<file path="src/rtl/fifo_ctrl_pkg.sv">
// Shared definitions for the FIFO write-port controllers: FSM encoding and
// beat-counter width.
package fifo_ctrl_pkg;

   typedef enum logic [1:0] {
      IDLE = 2'd0,
      ARB  = 2'd1,
      XFER = 2'd2
   } state_t;

   localparam int unsigned BEAT_CNT_W = 8;

endpackage

</file>
<file path="src/rtl/fifo_wr_arbiter_rr_pick.sv">
// Round-robin priority pick: first asserted request at or after rr_ptr,
// wrapping modulo NUM_REQ. Purely combinational.
module rr_pick #(
   parameter int unsigned NUM_REQ  = 4,
   parameter int unsigned ID_WIDTH = $clog2(NUM_REQ)
) (
   input  logic [NUM_REQ-1:0]  req,
   input  logic [ID_WIDTH-1:0] rr_ptr,
   output logic [ID_WIDTH-1:0] grant,
   output logic                found
);

   int unsigned idx;

   always_comb begin
      grant = '0;
      found = 1'b0;
      idx   = 0;
      for (int unsigned k = 0; k < NUM_REQ; k++) begin
         idx = (32'(rr_ptr) + k) % NUM_REQ;
         if (!found && req[idx[ID_WIDTH-1:0]]) begin
            found = 1'b1;
            grant = idx[ID_WIDTH-1:0];
         end
      end
   end

endmodule

</file>
<file path="src/rtl/fifo_wr_arbiter.sv">
// Round-robin arbiter granting NUM_REQ write requesters bursts of up to
// BURST_LEN beats into a single shared FIFO write port.
module fifo_wr_arbiter
   import fifo_ctrl_pkg::*;
#(
   parameter int unsigned NUM_REQ    = 4,
   parameter int unsigned DATA_WIDTH = 64,
   parameter int unsigned BURST_LEN  = 8,
   parameter int unsigned ID_WIDTH   = $clog2(NUM_REQ)
) (
   input  logic                          clk,
   input  logic                          reset,
   input  logic [NUM_REQ-1:0]            m_req,
   input  logic [NUM_REQ*DATA_WIDTH-1:0] m_data,
   output logic [NUM_REQ-1:0]            m_ack,
   output logic                          s_write_req,
   output logic [DATA_WIDTH-1:0]         s_write_data,
   input  logic                          s_write_ready,
   output logic                          grant_valid,
   output logic [ID_WIDTH-1:0]           grant_id,
   output logic                          busy
);

   localparam logic [BEAT_CNT_W-1:0] BURST_LAST = BEAT_CNT_W'(BURST_LEN - 1);
   localparam logic [ID_WIDTH-1:0]   LAST_ID    = ID_WIDTH'(NUM_REQ - 1);

   state_t                  state, state_nxt;
   logic [ID_WIDTH-1:0]     rr_ptr;
   logic [ID_WIDTH-1:0]     ptr_after;
   logic [BEAT_CNT_W-1:0]   beat_cnt;
   logic [ID_WIDTH-1:0]     pick_id;
   logic                    pick_found;
   logic                    own_req;
   logic                    ack_beat;
   logic                    burst_done;

   rr_pick #(
      .NUM_REQ  (NUM_REQ),
      .ID_WIDTH (ID_WIDTH)
   ) u_rr_pick (
      .req    (m_req),
      .rr_ptr (rr_ptr),
      .grant  (pick_id),
      .found  (pick_found)
   );

   always_ff @(posedge clk or negedge reset) begin
      if (!reset) state <= IDLE;
      else        state <= state_nxt;
   end

   always_comb begin
      state_nxt = state;
      case (state)
         IDLE:    if (|m_req) state_nxt = ARB;
         ARB:     state_nxt = pick_found ? XFER : IDLE;
         XFER:    if (burst_done) state_nxt = (|m_req) ? ARB : IDLE;
         default: state_nxt = IDLE;
      endcase
   end

   always_comb begin
      grant_valid = (state == XFER);
      busy        = (state != IDLE);
   end

   // Slices are selected by comparing against each constant index so every
   // part-select has a fixed base.
   always_comb begin
      m_ack        = '0;
      own_req      = 1'b0;
      s_write_data = '0;
      for (int unsigned i = 0; i < NUM_REQ; i++) begin
         if (grant_id == ID_WIDTH'(i)) begin
            own_req  = m_req[i];
            m_ack[i] = grant_valid & m_req[i] & s_write_ready;
            if (grant_valid) s_write_data = m_data[i*DATA_WIDTH +: DATA_WIDTH];
         end
      end
   end

   assign s_write_req = |m_ack;
   assign ack_beat    = s_write_req;
   assign burst_done  = grant_valid & ((ack_beat & (beat_cnt == BURST_LAST)) | ~own_req);
   assign ptr_after   = (grant_id == LAST_ID) ? '0 : grant_id + 1'b1;

   always_ff @(posedge clk or negedge reset) begin
      if (!reset) begin
         rr_ptr   <= '0;
         grant_id <= '0;
         beat_cnt <= '0;
      end else begin
         if (state == ARB && pick_found) begin
            grant_id <= pick_id;
            beat_cnt <= '0;
         end
         if (ack_beat)   beat_cnt <= beat_cnt + 1'b1;
         if (burst_done) rr_ptr   <= ptr_after;
      end
   end

   a_ack_onehot0 : assert property (@(posedge clk) disable iff (!reset) $onehot0(m_ack));
   a_no_write_full : assert property (@(posedge clk) disable iff (!reset) !(s_write_req && !s_write_ready));

endmodule

</file>
<file path="config.mk">
export PLATFORM = sky130hd
export DESIGN_NAME = fifo_wr_arbiter
export DESIGN_NICKNAME = d
export VERILOG_FILES = /design/src/rtl/fifo_ctrl_pkg.sv /design/src/rtl/fifo_wr_arbiter_rr_pick.sv /design/src/rtl/fifo_wr_arbiter.sv
export SDC_FILE = /design/constraint.sdc
export NUM_CORES = 1
export LEC_CHECK = 0
export CAP_MARGIN = 10
export CORE_AREA = 3 3 129 131
export DETAILED_ROUTE_END_ITERATION = 16
export DIE_AREA = 0 0 132 134
export GPL_ROUTABILITY_DRIVEN = 0
export SETUP_SLACK_MARGIN = 0.3
export SLEW_MARGIN = 20
export SYNTH_ARGS = -nofsm -noshare
export SYNTH_HDL_FRONTEND = slang
export SYNTH_SLANG_ARGS = --single-unit
</file>
<file path="constraint.sdc">
create_clock -name clk -period 2.35 [get_ports clk]
set_input_delay 0.5875 -clock clk [delete_from_list [all_inputs] [get_ports clk]]
set_output_delay 0.5875 -clock clk [all_outputs]
set_load 0.03 [all_outputs]
</file>
Word level (Yosys, flattened, before mapping). Cells that the tools add are included.

Add/subtract/negate cells: 5. Magnitude comparators: 4. Eq/ne operators: 8. Mux-type cells: 40. Bitwise logic cells: 12. Reductions and logical operators: 14.

Operator list (number): two-way mux 64 bit (8); two-way mux 1 bit (17); two-way mux 2 bit (8); two-way mux 8 bit (2); < comparator 2 x 3 -> 1 bit (second input constant) (4); bitwise AND 1 bit (10); adder 8 x 1 -> 8 bit (second input constant) (1); binary-select mux 1 bit (select 2 bit) (4); == test 8 x 3 -> 1 bit (second input constant) (1); OR reduction 4 bit (2); == test 2 bit (second input constant) (3); case mux 2 bit (3 select lines) (1); adder 2 x 1 -> 2 bit (second input constant) (2); adder 2 bit (second input constant) (2); == test 2 x 1 -> 1 bit (second input constant) (2); logical AND 1 bit (4); logical NOT 2 bit (2); nonzero test 2 bit (2); logical NOT 1 bit (3); != test 2 x 1 -> 1 bit (second input constant) (1); != test 2 bit (second input constant) (1); AND reduction 2 bit (1); inverter 1 bit (1); OR 1 bit (1).

Flip-flop bits (word level): 14. Input bits: 263. Output and inout port bits: 73. Logic and storage cells: 87.

Depth between registers and ports, before layout.
Word-level depth: 15. Mapped depth: 7.

Modules after synthesis. Synthesis repeated with hierarchy kept, for this count alone.

Cell total of the unflattened synthesis: 406. Area, all modules: 2872.8 sq um.

Modules (own cells, without submodules): fifo_wr_arbiter (instances 1, cells each 391, area each 2795.2 sq um, sequential area each 350.3 sq um); rr_pick (instances 1, cells each 15, area each 77.6 sq um, sequential area each 0.0 sq um).

Worst setup path before layout. Ideal clock, no wire load.

Path type: register to output. Start: reg grant_id[1]. End: out s_write_data[10]. Data arrival time: 2.302 ns. Setup slack: -0.539 ns. Cell stages (with the launch flop): 8. Cells stage by stage: dfrtp_1 > inv_1 > ha_1 > nor2b_1 > buf_2 > clkbuf_1 > a221oi_1 > o31ai_1.

Longest elaborated chain between the ends: 8. Elaborated cells between the ends (all ways): 11. Those cells by class: eq/ne: 3; mux: 7; reduce/logical: 1.

Ends and longest elaborated chain: start, declared (line fifo_wr_arbiter.sv:20) `output logic [ID_WIDTH-1:0] grant_id,`; start signal, assigned (line fifo_wr_arbiter.sv:94) `grant_id <= pick_id;`; logical NOT 2 bit (line fifo_wr_arbiter.sv:74) `if (grant_id == ID_WIDTH'(i)) begin`; two-way mux 64 bit (line fifo_wr_arbiter.sv:74); two-way mux 64 bit (line fifo_wr_arbiter.sv:77) `if (grant_valid) s_write_data = m_data[i*DATA_WIDTH +: DATA_WIDTH];`; two-way mux 64 bit (line fifo_wr_arbiter.sv:74); two-way mux 64 bit (line fifo_wr_arbiter.sv:77); two-way mux 64 bit (line fifo_wr_arbiter.sv:74); two-way mux 64 bit (line fifo_wr_arbiter.sv:77); two-way mux 64 bit * (line fifo_wr_arbiter.sv:74); end, declared (line fifo_wr_arbiter.sv:17) `output logic [DATA_WIDTH-1:0] s_write_data,`.

Every way passes the cells marked *; elsewhere a longest branch is shown, timed or not.

Worst setup path after layout.
Start: reg grant_id[0]. End: out s_write_data[50].

Same word-level chain as after synthesis.

==> flow_metrics.env <==
export IMPL_ys_warn_count=0
export IMPL_endpoint_kind="primary output"
export IMPL_cp_start_kind="flip-flop"
export IMPL_nets=1060
export IMPL_fin_util_pct=59.38
export IMPL_slew_violations=0
export IMPL_layout_min_cycle_time_ns=2.595
export IMPL_final_cell_mix="259 x clkdlybuf4s50_1, 69 x nand3_1, 61 x buf_4"
export IMPL_ant_nets=0
export IMPL_finClkSkew_ns=0.004000
export IMPL_grt_antenna_before_repair=0
export IMPL_clock_sinks=14
export IMPL_stdcell_count=1007
export IMPL_violations="setup timing"
export IMPL_worstSetupPathType="reg -> out"
export IMPL_core_area_um2=15710
export IMPL_finalHoldViolations=0
export IMPL_vias_per_cell=5.221
export IMPL_holdCritPathClass="reg -> reg"
export IMPL_first_pass_iters=4
export IMPL_cp_max_fo=5
export IMPL_std_cell_rows=46
export IMPL_slowest_delay_ns=0.40
export IMPL_slew_headroom_pct=55.25
export IMPL_drt_iter0_drc=212
export IMPL_async_reset_ff_share_pct=100.0
export IMPL_fmax_mhz=385.4
export IMPL_cp_required_ns=1.76
export IMPL_yosysSeqAreaShare_pct=12.21
export IMPL_stdcell_area_um2=9330
export IMPL_fin_setup_tns_ns=-11.70
export IMPL_place_ws_ns=-0.3667
export IMPL_multi_input_area_um2=3815
export IMPL_die_h_um=134
export IMPL_synthToLayoutAreaGrowth_pct=225.1
export IMPL_layout_commonest_cell="clkdlybuf4s50_1"
export IMPL_io_buffers=335
export IMPL_dp_hpwl_um=15260
export IMPL_power_density_nw_per_um2=1138
export IMPL_crit_chain="inv_2 > ha_4 > nor2b_4 > buf_12 > buf_12 > clkbuf_16 > a221oi_4 > o31ai_4 > buf_6 > buf_12"
export IMPL_avgSynthCellArea_um2=6.967
export IMPL_place_area_um2=7493
export IMPL_rsz0062_at_grt="true"
export IMPL_syn_nets=680
export IMPL_die_x_um=132
export IMPL_dieArea_um2=17690
export IMPL_overflow=0
export IMPL_netlist_instances=412
export IMPL_place_inst=961
export IMPL_cp_arrival_ns=2.01
export IMPL_status="complete, but fails checks"
export IMPL_cpMaxStageDelayCell="dfrtp_2"
export IMPL_ir_drop_uv=494.0
export IMPL_path_clk_slew_ns=0.05
export IMPL_cts_made_buffers=3
export IMPL_n_antenna_cell=0
export IMPL_grt_max_degree=48
export IMPL_clock_latency_ns=0.24
export IMPL_cap_violations=0
export IMPL_grt_pass1_wl_um=31550
export IMPL_synth_edf_count=0
export IMPL_root_buffer="clkbuf_16"
export IMPL_fillers=1307
export IMPL_finalSetupViolCount=65
export IMPL_wirelength_um=22710
export IMPL_ios=336
export IMPL_cts_tree="done"
export IMPL_p_leak_nw=3.466
export IMPL_synth_ff_type="dfrtp_1"
export IMPL_wl_per_cell_um=22.55
export IMPL_vias=5258
export IMPL_cts_max_path_buffers=2
export IMPL_netlist_area_um2=2870
export IMPL_timing_worst_slew_pin_value_ns=0.6692
export IMPL_grt_util_all_layers_pct=22.05
export IMPL_grt_pass1_vias=5362
export IMPL_start_util_pct=18.27
export IMPL_path_common_cell="buf_12"
export IMPL_worst_slack_ns=-0.2446
export IMPL_layout_drive_gt1_share_pct=39.57
export IMPL_post_route_drc_count=0
export IMPL_cts_max_level=1
export IMPL_seq_area_um2=352.8
export IMPL_ys_ff_latch=14
export IMPL_finalCritPeriodShare_pct=110.4
export IMPL_yosys_cell_types_count=39
-- layer usage --
layer	up-vias	GRT usage [%]	part of all wire [%]
met5	-	0	0
met2	259	39.22	50
met3	35	5.551	7.0
met4	0	4.084	2.3
li1	2420	-	-
met1	2544	27.20	40
-- sequential cells by signal (all words and copies together) (netlist names) --
signal and cells:
grant_id 2, rr_ptr 2, beat_cnt 8, state 2
-- where the power goes --
part           internal, mW  total [mW]  leakage, nW  switching [mW]
clock network         0.229       0.327       0.0382          0.0981
registers             0.307       0.369        0.182          0.0616
logic                  5.01        9.92         3.25            4.91
-- area by class of cell --
cell class | count | share of cell area (%)
Inverter | 7 | 0.3218
Sequential cell | 14 | 3.782
Timing Repair Buffer | 426 | 51.27
Tap cell | 216 | 2.897
Clock buffer | 4 | 0.8448
Multi-Input combinational cell | 340 | 40.89
-- worst max-delay path: cells and delay by family (launching register included) --
family	cells	cell delay, ns
buffers and inverters	6	0.74
AND/OR/NAND/NOR	1	0.13
flip-flops	1	0.40
AO/OA/AOI/OAI	2	0.34
adder cells (fa/ha/maj)	1	0.15
-- cell families after synthesis --
| kind of cell | synth area share (%) |
|---|---|
| muxes | 0.7846 |
| and+or+nand+nor | 34.35 |
| buffers and inverters | 7.934 |
| DFF | 12.21 |
| adders and majority gates | 2.180 |
| AOI/OAI and AO/OA | 42.55 |
-- timing repair --
| item | CTS | global route |
|---|---|---|
| hold buffers | 0 | 0 |
| resized for setup | 136 | 75 |
| endpoints found under the setup margin | 81 | 78 |
| cloned | 9 | 11 |
| pin swaps | 8 | 23 |
| buffers inserted | 11 | 11 |
-- synthesized netlist by cell type (2+ instances only) --
cell / count / area share, %
a211o_1: 3 / 0.92
a21o_1: 3 / 0.78
a21oi_1: 8 / 1.4
a221oi_1: 62 / 19
and3_1: 4 / 0.87
buf_1: 7 / 0.92
buf_2: 2 / 0.35
clkbuf_1: 41 / 5.4
dfrtp_1: 14 / 12
ha_1: 5 / 2.2
inv_1: 6 / 0.78
mux2_2: 2 / 0.78
nand2_1: 13 / 1.7
nand2b_1: 4 / 0.87
nand3_1: 69 / 12
nand3b_1: 4 / 1.0
nor2_1: 7 / 0.92
nor2b_1: 64 / 14
nor3_1: 2 / 0.35
nor3b_1: 3 / 0.78
nor4_1: 2 / 0.44
o21a_1: 2 / 0.52
o21ai_0: 5 / 0.87
o22ai_1: 2 / 0.44
o31ai_1: 64 / 17
-- through the flow --
stage	hold WS, ns	total power [mW]
final	0.5177	10.61
after global routing	0.5586	11.10
after CTS	0.5162	9.424
after detailed placement	0.5087	7.033
after global placement	0.5021	6.948
after floorplan	0.2919	4.561
-- path summary, 6_finish.rpt --
check	start	to	slack, ns	cells past startpoint
setup / recovery	grant_id[0]	s_write_data[50]	-0.24	10
hold / removal	state[0]	state[0]	0.52	2
setup reg to reg	grant_id[1]	beat_cnt[5]	0.04	12
hold reg to reg	state[0]	state[0]	0.52	2
max in group asynchronous	reset	grant_id[0]	1.13	1
min in group asynchronous	reset	state[0]	0.76	1
Power figures use the tool's default switching activity.
